`config.mk`:
```
export PLATFORM = sky130hd
export DESIGN_NAME = clarke_forward
export DESIGN_NICKNAME = d
export VERILOG_FILES = /design/src/rtl/clarke_forward.sv
export SDC_FILE = /design/constraint.sdc
export NUM_CORES = 1
export LEC_CHECK = 0
export BUFFER_PORTS_ARGS = -buffer_cell sky130_fd_sc_hd__buf_2
export CORE_ASPECT_RATIO = 0.7
export CORE_UTILIZATION = 45
export DETAILED_ROUTE_END_ITERATION = 7
export GPL_TIMING_DRIVEN = 0
export MAX_ROUTING_LAYER = met4
export PLACE_DENSITY = 0.6
export SLEW_MARGIN = 20
export SYNTH_ARGS = -nofsm -noshare
export SYNTH_HDL_FRONTEND = slang
export SYNTH_SLANG_ARGS = --single-unit
```
`constraint.sdc`:
```
create_clock -name clk -period 7.51 [get_ports clk]
set_clock_uncertainty 0.05 [all_clocks]
set_input_delay 0.751 -clock clk [delete_from_list [all_inputs] [get_ports clk]]
set_output_delay 0.751 -clock clk [all_outputs]
set_load 0.005 [all_outputs]
```
`src/rtl/clarke_forward.sv`:
```
// Forward Clarke transform: (Va, Vb[, Vc]) phase samples in, (Valpha, Vbeta) out.
// Three-stage pipeline with a global enable, Q15 fixed point, symmetric saturation
// to +/-32767 and a sticky saturation flag. Theta rides alongside its sample untouched.
// Optional build macro: CLARKE_3IN_EN selects the three-input formula
// (Valpha = (2Va - Vb - Vc)/3, Vbeta = (Vb - Vc)/sqrt3); undefined gives the
// two-input formula (Valpha = Va, Vbeta = (Va + 2Vb)/sqrt3) and Vc is ignored.
//
// Handshake: a beat is transferred on every rising clk edge where enable=1 and the
// matching tvalid=1. There is no ready; the producer may present a sample on any
// enabled cycle and the consumer must take every m_axis_tvalid beat. enable=0
// freezes the whole pipeline, including the output beat and sat_flag.
module clarke_forward #(
    parameter logic [15:0] MAX_LIM   = 16'h7FFF,
    parameter logic [15:0] MIN_LIM   = 16'h8001,
    parameter logic [15:0] INV_SQRT3 = 16'd18918,
    parameter logic [15:0] INV_3     = 16'd10923
) (
    input  logic        clk,
    input  logic        rst,
    input  logic        enable,
    input  logic        s_axis_tvalid,
    input  logic [63:0] s_axis,
    output logic        m_axis_tvalid,
    output logic [63:0] m_axis,
    input  logic        sat_clr,
    output logic        sat_flag
);

    // Saturation bounds widened to the product width so comparisons stay signed.
    localparam logic signed [33:0] MAX_EXT = {{18{MAX_LIM[15]}}, MAX_LIM};
    localparam logic signed [33:0] MIN_EXT = {{18{MIN_LIM[15]}}, MIN_LIM};
    localparam logic [33:0] COEF_SQRT3 = {18'd0, INV_SQRT3};

    // Input fields, sign-extended to the 18-bit stage-1 width.
    logic signed [17:0] va_x;
    logic signed [17:0] vb_x;
    logic [15:0]        in_theta;

    assign va_x     = {{2{s_axis[15]}}, s_axis[15:0]};
    assign vb_x     = {{2{s_axis[31]}}, s_axis[31:16]};
    assign in_theta = s_axis[63:48];

    // Pipeline registers common to both modes.
    logic               s1_valid_d, s1_valid_q;
    logic [15:0]        s1_theta_d, s1_theta_q;
    logic               s2_valid_d, s2_valid_q;
    logic [15:0]        s2_theta_d, s2_theta_q;
    logic signed [33:0] s2_prod_b_d, s2_prod_b_q;
    logic               m_valid_d, m_valid_q;
    logic [63:0]        m_data_d, m_data_q;
    logic               sat_flag_d, sat_flag_q;

`ifdef CLARKE_3IN_EN
    logic signed [17:0] vc_x;
    logic signed [17:0] s1_a_d, s1_a_q;
    logic signed [17:0] s1_b_d, s1_b_q;
    logic signed [33:0] s2_prod_a_d, s2_prod_a_q;
    localparam logic [33:0] COEF_3 = {18'd0, INV_3};

    assign vc_x = {{2{s_axis[47]}}, s_axis[47:32]};
`else
    logic signed [17:0] s1_sum_d, s1_sum_q;
    logic [15:0]        s1_va_d, s1_va_q;
    logic [15:0]        s2_va_d, s2_va_q;
    logic               unused_ok;

    // Vc and the 1/3 coefficient have no role in the two-input formula.
    assign unused_ok = ^{s_axis[47:32], INV_3};
`endif

    // Stage-3 arithmetic: unscaled results, clamp detection and clamped 16-bit values.
    logic signed [33:0] alpha_wide;
    logic signed [33:0] beta_wide;
    logic               alpha_hi, alpha_lo, beta_hi, beta_lo;
    logic [15:0]        alpha_out, beta_out;
    logic               sample_sat;

    // Scale back from Q15 products (floor) and clamp symmetrically.
    always_comb begin
`ifdef CLARKE_3IN_EN
        alpha_wide = s2_prod_a_q >>> 15;
`else
        alpha_wide = {{18{s2_va_q[15]}}, s2_va_q};
`endif
        beta_wide  = s2_prod_b_q >>> 15;
        alpha_hi   = alpha_wide > MAX_EXT;
        alpha_lo   = alpha_wide < MIN_EXT;
        beta_hi    = beta_wide > MAX_EXT;
        beta_lo    = beta_wide < MIN_EXT;
        alpha_out  = alpha_hi ? MAX_LIM : (alpha_lo ? MIN_LIM : alpha_wide[15:0]);
        beta_out   = beta_hi ? MAX_LIM : (beta_lo ? MIN_LIM : beta_wide[15:0]);
        sample_sat = s2_valid_q & (alpha_hi | alpha_lo | beta_hi | beta_lo);
    end

    // Next-state for every pipeline register; enable=0 holds all of them.
    always_comb begin
        s1_valid_d  = s1_valid_q;
        s1_theta_d  = s1_theta_q;
        s2_valid_d  = s2_valid_q;
        s2_theta_d  = s2_theta_q;
        s2_prod_b_d = s2_prod_b_q;
        m_valid_d   = m_valid_q;
        m_data_d    = m_data_q;
`ifdef CLARKE_3IN_EN
        s1_a_d      = s1_a_q;
        s1_b_d      = s1_b_q;
        s2_prod_a_d = s2_prod_a_q;
`else
        s1_sum_d    = s1_sum_q;
        s1_va_d     = s1_va_q;
        s2_va_d     = s2_va_q;
`endif
        if (enable) begin
            // Stage 1: capture and form the linear combinations.
            s1_valid_d  = s_axis_tvalid;
            s1_theta_d  = in_theta;
`ifdef CLARKE_3IN_EN
            s1_a_d      = va_x + va_x - vb_x - vc_x;
            s1_b_d      = vb_x - vc_x;
`else
            s1_sum_d    = va_x + vb_x + vb_x;
            s1_va_d     = s_axis[15:0];
`endif
            // Stage 2: Q15 coefficient multiplies.
            s2_valid_d  = s1_valid_q;
            s2_theta_d  = s1_theta_q;
`ifdef CLARKE_3IN_EN
            s2_prod_a_d = {{16{s1_a_q[17]}}, s1_a_q} * COEF_3;
            s2_prod_b_d = {{16{s1_b_q[17]}}, s1_b_q} * COEF_SQRT3;
`else
            s2_prod_b_d = {{16{s1_sum_q[17]}}, s1_sum_q} * COEF_SQRT3;
            s2_va_d     = s1_va_q;
`endif
            // Stage 3: pack the clamped result.
            m_valid_d   = s2_valid_q;
            m_data_d    = {16'h0000, s2_theta_q, beta_out, alpha_out};
        end
    end

    // Sticky flag: clear is honoured even while stalled, a new clamp event wins over clear.
    always_comb begin
        sat_flag_d = sat_flag_q;
        if (sat_clr) begin
            sat_flag_d = 1'b0;
        end
        if (enable && sample_sat) begin
            sat_flag_d = 1'b1;
        end
    end

    // Register update with synchronous reset clearing data and valid bits alike.
    always_ff @(posedge clk) begin
        if (rst) begin
            s1_valid_q  <= 1'b0;
            s1_theta_q  <= '0;
            s2_valid_q  <= 1'b0;
            s2_theta_q  <= '0;
            s2_prod_b_q <= '0;
            m_valid_q   <= 1'b0;
            m_data_q    <= '0;
            sat_flag_q  <= 1'b0;
`ifdef CLARKE_3IN_EN
            s1_a_q      <= '0;
            s1_b_q      <= '0;
            s2_prod_a_q <= '0;
`else
            s1_sum_q    <= '0;
            s1_va_q     <= '0;
            s2_va_q     <= '0;
`endif
        end else begin
            s1_valid_q  <= s1_valid_d;
            s1_theta_q  <= s1_theta_d;
            s2_valid_q  <= s2_valid_d;
            s2_theta_q  <= s2_theta_d;
            s2_prod_b_q <= s2_prod_b_d;
            m_valid_q   <= m_valid_d;
            m_data_q    <= m_data_d;
            sat_flag_q  <= sat_flag_d;
`ifdef CLARKE_3IN_EN
            s1_a_q      <= s1_a_d;
            s1_b_q      <= s1_b_d;
            s2_prod_a_q <= s2_prod_a_d;
`else
            s1_sum_q    <= s1_sum_d;
            s1_va_q     <= s1_va_d;
            s2_va_q     <= s2_va_d;
`endif
        end
    end

    assign m_axis_tvalid = m_valid_q;
    assign m_axis        = m_data_q;
    assign sat_flag      = sat_flag_q;

endmodule

```
==> reports/results.ini <==
[outcome]
outcome = complete, no violations

[sta]
worstMarginPinSlew_ns = 1.11
slew_violations = 0
final.min_clock_period_ns = 6.76
maxSlewHeadroom = 0.259
fin_tns_setup_ns = 0
setup_ws_ns = 0.745
hold_viol_final = 0
setup_viol = 0
post-route-period-util = 0.901
rsz0062_at_grt = no
fmax_ghz = 0.148

[clocking]
clock-sinks = 152
cts_root_buf = clkbuf_16
numCtsBuffers = 17
cts_max_level = 4
cts_buffer_depth = 2
hold_buffers = 0
clkTransAtPathRegs_ns = 0.06
cts_tree = yes
clkLatencyLatePin_ns = 0.42

[yosys]
syn_area_per_cell_um2 = 9.42
syn_area_mm2 = 0.0113
ys_dominant_reg_cell = dfxtp_1
synth_edf_count = 0
synth_cells = 1198
synthDistinctLibCells = 54
async_flop_share = 0
synth_common_cells = dfxtp_1 (152), inv_1 (147), nor2_1 (120), ha_1 (119), fa_1 (103)
synth_top_cell_by_area = dfxtp_1
synth.most_common_cell = dfxtp_1
ys_seq_area_frac = 0.270
synth-seq-cells = 152
synth-warning-count = 0
synth_top_cell_area_share = 0.270
synth_area_leaders = dfxtp_1 (27%), fa_1 (18%), ha_1 (13%), mux2i_1 (8.1%), inv_1 (4.9%)

[floorplan]
die_area_mm2 = 0.0257
io_pins = 135
start_util = 0.458
die_w_um = 191
core_area_mm2 = 0.0246
die_h_um = 134
rows = 48

[global_routing]
globalRouteOverflowTotal = 0
antenna_found_initial = 1
track_usage = 0.243
grt_pass1_wl_mm = 46.9
grt_pass1_vias = 8483
grt_max_degree = 18

[setup_path]
end_kind = flip-flop
required_ns = 7.81
crit_path_max_incr_delay_ns = 0.66
timing.critical_path.slowest_stage_cell = dfxtp_2
worstPathCellList = clkbuf_1 -> clkinvlp_4 -> buf_4 -> fa_1 -> xnor2_1 -> xnor2_1 -> fa_1 -> fa_1 -> fa_1 -> inv_1 -> fa_1 -> inv_1 -> ha_1 -> clkbuf_1 -> a21oi_1 -> o21ai_0 -> a21oi_1 -> o21bai_1 -> a41oi_1 -> a2111o_1 -> o211ai_1
path_class = flip-flop to flip-flop
crit_path_frequent_cell = fa_1
critPathArrivalTime_ns = 7.06
cp_max_fo = 17
worstRegToRegCells = 21
start_kind = flip-flop

[power]
clkPwrFrac = 0.162
p_leak_uw = 0.00627
internal-power_uw = 2650
p_per_area_mw_per_mm2 = 392
switching_power_uw = 2390
seqPwrFrac = 0.198
swShare = 0.474
peakVddDrop_uv = 306
power_frac_comb = 0.641

[finish]
final_area_mm2 = 0.0128
layout.nets = 1630
layout-drive-gt1-share = 0.118
insertedDiodeCount = 0
nFillCells = 2347
syn2layout_area_growth_pct = 13.9
postLayoutCoreUtil = 0.522

[run]
max-cap-violations = 0

[min_path]
hp-class = flip-flop to flip-flop
hold_depth = 2

[routing]
post_drt_wl_per_cell_um = 17.2
routed_wl_mm = 28.8
drtIter0Drc = 570
vias = 8694
drtPass1Iterations = 4
drc = 0
ant_nets = 0
viasPerCell = 5.18

[placed_design]
place_congestion = 0.876
hpwl_mm = 23.7
post_dp_cell_area_mm2 = 0.0123
io_buffer_count = 102
dp_slack_ns = 0.0855

==> power by group through the flow <==
stage                     registers (µW)  logic [µW]  clock network, µW
after floorplan                      983        2420                  0
after global placement              1010        3160                  0
after detailed placement            1010        3220                  0
after CTS                            996        3220                824
after global routing                1010        3720                863
final                                996        3220                813
==> state kept, by name (all words and copies together) (netlist names) <==
name / cells
s1_sum_q: 18
m_axis_tvalid: 1
s1_valid_q: 1
s1_va_q: 15
s2_va_q: 16
s1_theta_q: 16
m_axis: 48
s2_prod_b_q: 19
sat_flag: 1
s2_theta_q: 16
s2_valid_q: 1
==> layout by cell type, fill, tap and decap left out, types with 5 or more instances in the layout <==
master / n
dfxtp_1: 151
inv_1: 146
nor2_1: 120
ha_1: 119
fa_1: 103
buf_2: 102
mux2i_1: 91
a21oi_1: 72
nand2_1: 55
o21ai_0: 47
clkbuf_1: 41
nand2b_1: 32
o211ai_1: 22
buf_4: 21
xnor2_1: 20
clkbuf_16: 17
conb_1: 16
nand3b_1: 15
a21o_1: 13
a211oi_1: 12
nand3_1: 9
o21bai_1: 8
buf_1: 8
nor3_1: 7
nand4_1: 7
o31ai_1: 7
nor4_1: 6
and2_1: 6
or3_1: 6
a21boi_0: 6
clkinvlp_4: 5
a32o_1: 5
clkinv_2: 5
==> logic make-up (layout without fill, tap and decap cells) <==
kind of cell / Yosys count / in the layout / synth area share
compound gates: 223 / 223 / 0.126
xor+xnor: 23 / 23 / 0.0179
fa+ha+maj: 222 / 222 / 0.315
buf+inv: 210 / 349 / 0.0752
flops: 152 / 152 / 0.270
mux: 91 / 91 / 0.0807
other cells: 1 / 16 / 0.000332
simple gates: 276 / 276 / 0.115
==> metrics by stage <==
| stage | total power (µW) | cells | hold WS (ns) |
|---|---|---|---|
| after floorplan | 3400 | 1213 | 0.398 |
| after global placement | 4180 | 1640 | 0.404 |
| after detailed placement | 4230 | 1640 | 0.409 |
| after CTS | 5040 | 1672 | 0.420 |
| after global routing | 5600 | 1677 | 0.432 |
| final | 5030 | 1677 | 0.417 |
==> final cells by class <==
cell class / instances / area, µm² / area share
inverter: 147 / 556 / 0.0432
buffer: 63 / 297 / 0.0231
clock buffer: 20 / 447 / 0.0348
clock inverter: 12 / 103 / 0.00799
tap: 325 / 407 / 0.0316
sequential: 152 / 3040 / 0.237
multi-input combinational: 851 / 7450 / 0.580
timing repair buffer: 107 / 548 / 0.0427
==> repair_timing <==
action	CTS	global route
buffers inserted	0	5
setup endpoints to repair	0	5
resized for setup	0	2
==> metal layers <==
metal | vias to the layer above | part of all wire | global-route usage
met5 | - | 0 | -
met4 | 0 | 0.0055 | 0.0397
met3 | 13 | 0.042 | 0.0322
met2 | 173 | 0.40 | 0.326
met1 | 4220 | 0.55 | 0.385
li1 | 4288 | - | -
==> worst max-delay path, delay by kind of cell (launching register included) <==
family	cells	cell delay, ns
xor+xnor	2	0.37
fa+ha+maj	6	2.67
flops	1	0.66
compound gates	7	1.56
buf+inv	6	1.37
==> path summary, 6_finish.rpt <==
check	startpoint	end	slack (ns)
worst max register to register	s1_sum_q[17]	s2_prod_b_q[32]	0.75
worst max-delay path	s1_sum_q[17]	s2_prod_b_q[32]	0.75
worst min-delay path	m_axis[8]	m_axis[8]	0.42
worst min register to register	m_axis[8]	m_axis[8]	0.42
Power figures use the tool's default switching activity.
